$ cat src/rtl/data_bus_arbiter_pkg.sv
// Address map, region encoding and FSM state types shared by the data bus arbiter.
package data_bus_arbiter_pkg;

  localparam logic [31:0] QUAD_MASK     = 32'hC000_0000;
  localparam logic [31:0] RAM_BASE_ADDR = 32'h0000_0000;
  localparam logic [31:0] IO_BASE_ADDR  = 32'hC000_0000;

  typedef enum logic [1:0] {
    REGION_RAM      = 2'd0,
    REGION_IO       = 2'd1,
    REGION_UNMAPPED = 2'd2
  } region_t;

  typedef enum logic {
    ST_IDLE    = 1'b0,
    ST_IO_WAIT = 1'b1
  } arb_state_t;

  function automatic region_t decode_region(input logic [31:0] addr);
    region_t r;
    if ((addr & QUAD_MASK) == RAM_BASE_ADDR)     r = REGION_RAM;
    else if ((addr & QUAD_MASK) == IO_BASE_ADDR) r = REGION_IO;
    else                                         r = REGION_UNMAPPED;
    return r;
  endfunction

endpackage

$ cat src/rtl/data_bus_arbiter_rr_arbiter2.sv
// Two-requester round-robin grant; on a tie the master not granted last wins.
module rr_arbiter2 (
  input  logic       clk,
  input  logic       rst,
  input  logic [1:0] req,
  input  logic       enable,
  output logic [1:0] gnt
);

  logic last_m1;

  always_comb begin
    gnt = '0;
    if (enable) begin
      case (req)
        2'b01:   gnt = 2'b01;
        2'b10:   gnt = 2'b10;
        2'b11:   gnt = last_m1 ? 2'b01 : 2'b10;
        default: gnt = '0;
      endcase
    end
  end

  // Reset to "m1 last" so m0 wins the first tie.
  always_ff @(posedge clk or negedge rst) begin
    if (!rst)      last_m1 <= 1'b1;
    else if (|gnt) last_m1 <= gnt[1];
  end

endmodule

$ cat src/rtl/data_bus_arbiter.sv
// Two-master data bus arbiter routing transfers to RAM or a wait-stated IO bus.
module data_bus_arbiter
  import data_bus_arbiter_pkg::*;
#(
  parameter int unsigned IO_WAIT = 2,
  parameter int unsigned DATA_W  = 32
) (
  input  logic              clk,
  input  logic              rst,
  input  logic              m0_req,
  input  logic              m0_we,
  input  logic [31:0]       m0_addr,
  input  logic [DATA_W-1:0] m0_wdata,
  output logic              m0_gnt,
  output logic              m0_rvalid,
  output logic [DATA_W-1:0] m0_rdata,
  output logic              m0_err,
  input  logic              m1_req,
  input  logic              m1_we,
  input  logic [31:0]       m1_addr,
  input  logic [DATA_W-1:0] m1_wdata,
  output logic              m1_gnt,
  output logic              m1_rvalid,
  output logic [DATA_W-1:0] m1_rdata,
  output logic              m1_err,
  output logic              ram_we,
  output logic [31:0]       ram_addr,
  output logic [DATA_W-1:0] ram_wdata,
  input  logic [DATA_W-1:0] ram_rdata,
  output logic              bus_we,
  output logic [31:0]       bus_addr,
  output logic [DATA_W-1:0] bus_wdata,
  input  logic [DATA_W-1:0] bus_rdata
);

  localparam logic [3:0] WAIT_LOAD = 4'(IO_WAIT);
  localparam bit         HAS_WAIT  = (IO_WAIT != 0);

  arb_state_t        state, state_nxt;
  logic [3:0]        wait_cnt;
  logic [1:0]        gnt;
  logic              grant, sel_m1, sel_we, io_stall;
  logic [31:0]       sel_addr;
  logic [DATA_W-1:0] sel_wdata;
  region_t           sel_region;
  logic [31:0]       hold_addr;
  logic [DATA_W-1:0] hold_wdata;
  logic              owner_q, we_q, rvalid_q;
  region_t           region_q;
  logic [DATA_W-1:0] resp_data;

  rr_arbiter2 u_rr (
    .clk    (clk),
    .rst    (rst),
    .req    ({m1_req, m0_req}),
    .enable ((state == ST_IDLE) && rst),
    .gnt    (gnt)
  );

  always_comb begin
    grant      = |gnt;
    sel_m1     = gnt[1];
    sel_we     = sel_m1 ? m1_we    : m0_we;
    sel_addr   = sel_m1 ? m1_addr  : m0_addr;
    sel_wdata  = sel_m1 ? m1_wdata : m0_wdata;
    sel_region = decode_region(sel_addr);
    io_stall   = grant && (sel_region == REGION_IO) && HAS_WAIT;
  end

  always_ff @(posedge clk or negedge rst) begin
    if (!rst) state <= ST_IDLE;
    else      state <= state_nxt;
  end

  always_comb begin
    state_nxt = state;
    case (state)
      ST_IDLE:    if (io_stall) state_nxt = ST_IO_WAIT;
      ST_IO_WAIT: if (wait_cnt <= 4'd1) state_nxt = ST_IDLE;
      default:    state_nxt = ST_IDLE;
    endcase
  end

  // The response pulse fires one cycle after a plain grant, or on the cycle
  // after the IO wait counter expires.
  always_ff @(posedge clk or negedge rst) begin
    if (!rst) begin
      wait_cnt   <= '0;
      hold_addr  <= '0;
      hold_wdata <= '0;
      owner_q    <= 1'b0;
      we_q       <= 1'b0;
      region_q   <= REGION_RAM;
      rvalid_q   <= 1'b0;
    end else begin
      rvalid_q <= (grant && !io_stall) || ((state == ST_IO_WAIT) && (wait_cnt <= 4'd1));
      if (grant) begin
        owner_q    <= sel_m1;
        we_q       <= sel_we;
        region_q   <= sel_region;
        hold_addr  <= sel_addr;
        hold_wdata <= sel_wdata;
      end
      if (io_stall)                                  wait_cnt <= WAIT_LOAD;
      else if (state == ST_IO_WAIT && wait_cnt != '0) wait_cnt <= wait_cnt - 4'd1;
    end
  end

  always_comb begin
    m0_gnt    = gnt[0];
    m1_gnt    = gnt[1];
    ram_we    = grant && (sel_region == REGION_RAM) && sel_we;
    ram_addr  = sel_addr;
    ram_wdata = sel_wdata;
    bus_we    = grant && (sel_region == REGION_IO) && sel_we;
    bus_addr  = (state == ST_IO_WAIT) ? hold_addr  : sel_addr;
    bus_wdata = (state == ST_IO_WAIT) ? hold_wdata : sel_wdata;

    resp_data = '0;
    if (rvalid_q && !we_q) begin
      case (region_q)
        REGION_RAM: resp_data = ram_rdata;
        REGION_IO:  resp_data = bus_rdata;
        default:    resp_data = '0;
      endcase
    end

    m0_rvalid = rvalid_q && !owner_q;
    m1_rvalid = rvalid_q &&  owner_q;
    m0_rdata  = m0_rvalid ? resp_data : '0;
    m1_rdata  = m1_rvalid ? resp_data : '0;
    m0_err    = m0_rvalid && (region_q == REGION_UNMAPPED);
    m1_err    = m1_rvalid && (region_q == REGION_UNMAPPED);
  end

endmodule

$ cat config.mk
export PLATFORM = sky130hd
export DESIGN_NAME = data_bus_arbiter
export DESIGN_NICKNAME = d
export VERILOG_FILES = /design/src/rtl/data_bus_arbiter_pkg.sv /design/src/rtl/data_bus_arbiter_rr_arbiter2.sv /design/src/rtl/data_bus_arbiter.sv
export SDC_FILE = /design/constraint.sdc
export NUM_CORES = 1
export LEC_CHECK = 0
export BUFFER_PORTS_ARGS = -buffer_cell sky130_fd_sc_hd__buf_2
export CORE_AREA = 2 2 154 156
export CTS_BUF_LIST = sky130_fd_sc_hd__clkbuf_8
export DETAILED_ROUTE_END_ITERATION = 10
export DIE_AREA = 0 0 156 158
export PLACE_DENSITY = 0.57
export SYNTH_ARGS = -nofsm -noshare
export SYNTH_HDL_FRONTEND = slang
export SYNTH_SLANG_ARGS = --single-unit
$ cat constraint.sdc
create_clock -name clk -period 1.9 [get_ports clk]
set_input_delay 0.19 -clock clk [delete_from_list [all_inputs] [get_ports clk]]
set_output_delay 0.19 -clock clk [all_outputs]
set_load 0.02 [all_outputs]
Yosys cells after proc, flatten, opt, wreduce, memory -nomap -nowiden
Cells that the tools add are included.
Word-level totals
  flip-flop bits (word level): 75
  bits of input ports: 198
  word-level logic and storage cells: 61
Operators by class
  add/sub/neg operators: 1
  magnitude comparators: 1
  eq/ne operators: 7
  muxes and demuxes: 19
  bitwise logic cells: 1
  reductions and logical operators: 23
Operators by type and width (count)
  2-to-1 mux 32 bit: 7
  case mux 32 bit (2 select lines): 1
  logical NOT 32 bit: 1
  logical AND 1 bit: 13
  equality test 2 bit, second input constant: 4
  2-to-1 mux 2 bit: 4
  2-to-1 mux 4 bit: 2
  equality test 2 x 1 -> 1 bit, second input constant: 3
  case mux 2 bit (3 select lines): 1
  <= comparator 4 x 1 -> 1 bit, second input constant: 1
  logical NOT 2 bit: 2
  nonzero test 4 bit: 1
  subtractor 4 x 1 -> 4 bit, second input constant: 1
  logical NOT 1 bit: 3
  2-to-1 mux 1 bit: 3
  case mux 1 bit (2 select lines): 1
  nonzero test 2 bit: 1
  OR reduction 2 bit: 1
  logical OR 1 bit: 1
  inverter 1 bit: 1

Longest topological paths before layout
  depth after elaboration: 12
  mapped depth: 7

Cells and area by module
Synthesis repeated with hierarchy kept, for this count alone.
Second synthesis, totals
  cells, all modules: 459
  area total of the unflattened synthesis: 5567.8 µm²
By module, submodules not included
  data_bus_arbiter: times used 1, cells an instance 451, area each 5505.3 µm², sequential area each 1851.8 µm²
  rr_arbiter2: times used 1, cells an instance 8, area each 62.6 µm², sequential area each 26.3 µm²

Worst setup path before layout
Ideal clock, no wire load.
  path type: register to output
  from: register u_rr.last_m1
  to: output bus_we
  data arrival time: 1.806 ns
  required time: 1.710 ns
  path slack: -0.096 ns
  stages on the path, launching flop included: 8
  path through: dfstp_2 -> nand2_1 -> buf_2 -> nand2_2 -> a21o_1 -> ha_1 -> nand3_1 -> a21oi_1
On the way
  word-level cells in the longest chain between the ends: 10
  elaborated cells between the ends (all ways): 13
  those cells by class: eq/ne: 2; mux: 7; reduce/logical: 4
Ends and longest elaborated chain
  start, declared: RTL line data_bus_arbiter_rr_arbiter2.sv:10  | logic last_m1;
  start signal, assigned: RTL line data_bus_arbiter_rr_arbiter2.sv:27  | else if (|gnt) last_m1 <= gnt[1];
  2-to-1 mux 2 bit (*): RTL line data_bus_arbiter_rr_arbiter2.sv:18  | 2'b11: gnt = last_m1 ? 2'b01 : 2'b10;
  case mux 2 bit (3 select lines) (*): RTL line data_bus_arbiter_rr_arbiter2.sv:15  | case (req)
  2-to-1 mux 2 bit (*): RTL line data_bus_arbiter_rr_arbiter2.sv:14  | if (enable) begin
  2-to-1 mux 32 bit (*): RTL line data_bus_arbiter.sv:64  | sel_addr = sel_m1 ? m1_addr : m0_addr;
  via ram_addr[30]: RTL line data_bus_arbiter.sv:27  | output logic [31:0] ram_addr,
  equality test 2 bit: RTL line data_bus_arbiter_pkg.sv:22  | else if ((addr & QUAD_MASK) == IO_BASE_ADDR) r = REGION_IO;
  2-to-1 mux 2 bit: RTL line data_bus_arbiter_pkg.sv:22
  2-to-1 mux 2 bit (*): RTL line data_bus_arbiter_pkg.sv:21  | if ((addr & QUAD_MASK) == RAM_BASE_ADDR) r = REGION_RAM;
  equality test 2 x 1 -> 1 bit (*): RTL line data_bus_arbiter.sv:115  | bus_we = grant && (sel_region == REGION_IO) && sel_we;
  logical AND 1 bit (*) (2 in a row): RTL line data_bus_arbiter.sv:115
  end, declared: RTL line data_bus_arbiter.sv:30  | output logic bus_we,
The timed path passes the listed nets; every way through them passes the cells marked *.

Final worst setup path
  from: register state
  to: output bus_wdata[6]
On the way
  word-level cells in the longest chain between the ends: 5
Ends and longest elaborated chain
  start, declared: RTL line data_bus_arbiter.sv:39  | arb_state_t state, state_nxt;
  start signal, assigned: RTL line data_bus_arbiter.sv:72  | else state <= state_nxt;
  inverter 1 bit
  logical AND 1 bit: RTL line data_bus_arbiter.sv:56  | .enable ((state == ST_IDLE) && rst),
  2-to-1 mux 2 bit: RTL line data_bus_arbiter_rr_arbiter2.sv:14
  2-to-1 mux 32 bit: RTL line data_bus_arbiter.sv:65  | sel_wdata = sel_m1 ? m1_wdata : m0_wdata;
  2-to-1 mux 32 bit (*): RTL line data_bus_arbiter.sv:117  | bus_wdata = (state == ST_IO_WAIT) ? hold_wdata : sel_wdata;
  end, declared: RTL line data_bus_arbiter.sv:32  | output logic [DATA_W-1:0] bus_wdata,
Every way passes the cells marked *; elsewhere a longest branch is shown, timed or not.

==> impl_metrics.py <==
metrics = {
    "clocking": {
        "worst_setup_hold_path_clk_slew_ps": 90,
        "cts_buffer_depth": 2,
        "ctsHtreeMaxLevel": 3,
        "cts-root-buf": "clkbuf_8",
        "clock-sinks": 75,
        "cts-buffers-inserted": 9,
        "worstSkewPairLatency_ps": 370,
        "clock_tree_from_tritoncts": "built",
    },
    "critical_path": {
        "critPathArrivalTime_ps": 2010,
        "critical_path.max_fanout": 33,
        "worst-endpoint-required_ps": 1710,
        "criticalPathCategory": "reg2out",
        "cp-end-kind": "output port",
        "timing.critical_path.from_type": "flip-flop",
    },
    "route": {
        "drc_errors_left": 0,
        "avgRoutedWirePerCell_um": 20.4,
        "detail-route-antenna-nets": 0,
        "detailedRoute.firstIterationViolations": 409,
        "route.final.wire_length_mm": 30.3,
        "routed-via-count": 7817,
        "drt-pass1-iter-count": 5,
        "vias_per_cell": 5.26,
    },
    "global_routing": {
        "grt_first_pass_wirelength_mm": 40.8,
        "grt_antenna_before_repair": 2,
        "via_count_of_the_first_global_routing_pass": 7261,
        "grt_overall_usage_pct": 21.5,
        "maximum_number_of_pins_on_one_net_before_global_route_repair": 64,
        "grt_ovf": 0,
    },
    "sta": {
        "grt_setup_unrepaired": "yes",
        "final_min_period_over_clock_period_pct": 116,
        "timing.final.setup_violations": 131,
        "fin_hold_ws_ps": -12.3,
        "slew_worst_pin_ps": 652,
        "timing.final.max_slew_violations": 0,
        "report.final.hold_viol_count": 5,
        "timing.setup.tns_ps": -24220,
        "finClkSkew_ps": 16.2,
        "fmax_ghz": 0.455,
        "layout_min_cycle_time_ps": 2200,
        "layout_setup_ws_ps": -299,
        "relSlewSlack_pct": 56.5,
    },
    "synth": {
        "ys.flop_type": "dfrtp_1",
        "synthMostInstantiatedCell": "nor2_1",
        "post_synth_main_area_contributors": "dfrtp_1 (33%), a31oi_1 (14%), nor2_1 (8.9%), a21oi_1 (6.3%), mux2i_1 (6.0%)",
        "synth_edf_count": 0,
        "synth-async-reset-ratio_pct": 100,
        "synth.ff_latch_count": 75,
        "syn-mean-instance-area_um2": 7.35,
        "synth_largest_type_area_fraction_pct": 33.4,
        "cell_area_after_synthesis_um2": 5550,
        "synth_top_cells_by_count": "nor2_1 (131), a31oi_1 (126), dfrtp_1 (74), a21oi_1 (70)",
        "mappedNetlistNets": 959,
        "yosys.cell_types.count": 36,
        "synthCells": 755,
        "post-synth-top-area-cell": "dfrtp_1",
        "ys_seq_area_share_pct": 33.9,
        "ys_warn_count": 0,
    },
    "placement": {
        "finalWeightedCongestion": 0.827,
        "io_buffers": 397,
        "detailed_place_hpwl_mm": 19.4,
        "dpl.cell_count": 1404,
    },
    "power": {
        "power.leakage_uw": 0.00486,
        "power.ir.vdd_worst_mv": 0.679,
        "pwr_density_cell_nw_per_um2": 1300,
    },
    "die": {
        "dieArea_um2": 24600,
        "rows": 56,
        "core_um2": 23100,
        "ioPinCount": 398,
        "initial_utilization_pct": 24.1,
        "die_height_um": 158,
        "die-width_um": 156,
    },
    "status": {
        "outcome": "finished, violations left",
        "failed_checks": "negative hold slack, negative setup slack",
    },
    "job": {
        "cap_viol_max_count": 0,
    },
    "cells_and_area": {
        "fin_cells": 1487,
        "area_delta_synth_final_pct": 87.6,
        "fin_nets": 1394,
        "post_route_cells_drive_above_1_share_pct": 55.2,
    },
    "min_path": {
        "hp-class": "in2async",
    },
}
==> power breakdown <==
| part | internal, uW | switching [uW] | total, uW |
|---|---|---|---|
| combinational | 3920 | 5340 | 9260 |
| clock | 644 | 688 | 1330 |
| sequential | 2410 | 490 | 2900 |
| total | 6970 | 6520 | 13500 |
==> logic make-up (layout without fill, tap and decap cells) <==
kind of cell             after synthesis  count (layout)  synth area share [%]
buffers and inverters                 80             520                  7.87
flip-flops                            75              75                  33.9
other                                  0               2                     0
adder cells (fa/ha/maj)                6               6                  1.35
AND/OR/NAND/NOR                      287             287                  22.6
AO/OA/AOI/OAI                        272             272                  27.9
multiplexers                          35              35                  6.43
==> layout by cell type (no fill, tap or decap), types with 5 or more instances in the layout <==
cell,instances
a21oi_1,66
a31oi_1,114
a31oi_2,7
a31oi_4,5
buf_12,16
buf_16,8
buf_2,292
buf_4,131
buf_6,41
clkbuf_16,5
clkbuf_8,10
dfrtp_1,73
inv_1,5
mux2i_1,33
nand2_1,46
nand2_2,19
nand3_1,39
nand3_2,22
nand3_4,5
nor2_1,129
o21ai_2,11
o21ai_4,52
==> area by class of cell <==
class	instances	area, um^2
Antenna cell	2	5.00
Clock buffer	10	138
Clock inverter	6	63.8
Fill cell	2277	12600
Inverter	6	27.5
Multi-Input combinational cell	600	4270
Sequential cell	75	1880
Tap cell	290	363
Timing Repair Buffer	498	3660
==> layer usage <==
metal | share of wire, % | track usage, %
met3 | 7.1 | 3.97
met1 | 39 | 24.4
met5 | 0 | 0
met4 | 3.6 | 9.35
met2 | 51 | 39.3
==> stage by stage <==
stage / hold WS, ps / cell area, um^2 / setup WS [ps] / util (%) / power [uW]
2_1_floorplan: -106 / 5550 / 10.7 / - / 7320
3_3_place_gp: 254 / 7910 / 39.5 / 34.3 / 9700
3_5_place_dp: 246 / 7910 / 33.7 / 34.3 / 9760
4_1_cts: 17.3 / 9280 / -300 / 40.2 / 12500
5_1_grt: 43.5 / 10400 / -433 / 45.2 / 14300
6_report: -12.3 / 10400 / -299 / 45.2 / 13500
==> sequential cells by signal, indices dropped and copies added, names as in the netlist <==
signal,cells
hold_addr,32
hold_wdata,32
wait_cnt,4
region_q,2
owner_q,1
rvalid_q,1
state,1
u_rr.last_m1,1
we_q,1
==> final timing paths <==
kind                                from       endpoint  slack [ps]  cells past startpoint
setup / recovery                   state   bus_wdata[6]        -300                      6
hold / removal                       rst  hold_addr[21]         -10                      2
setup reg to reg            u_rr.last_m1    region_q[0]         -40                      7
hold reg to reg            hold_addr[31]  hold_addr[31]         540                      1
max in group asynchronous            rst   u_rr.last_m1        1210                      3
min in group clk                  m0_req   u_rr.last_m1          50                      2
==> timing repair <==
action,CTS,global route
pin swaps,46,63
hold endpoints to repair,29,0
setup endpoints to repair,160,172
setup buffers,20,32
hold buffers,1,0
gates resized for setup,250,155
cloned,7,7
==> worst max-delay path, cell delays in order, from the launching register on <==
cell	delay [ps]
dfrtp_1	390
and3b_2	340
buf_12	220
nand3_2	140
a31oi_2	210
buf_4	150
buf_2	160
(Power assumes the default switching activity.)
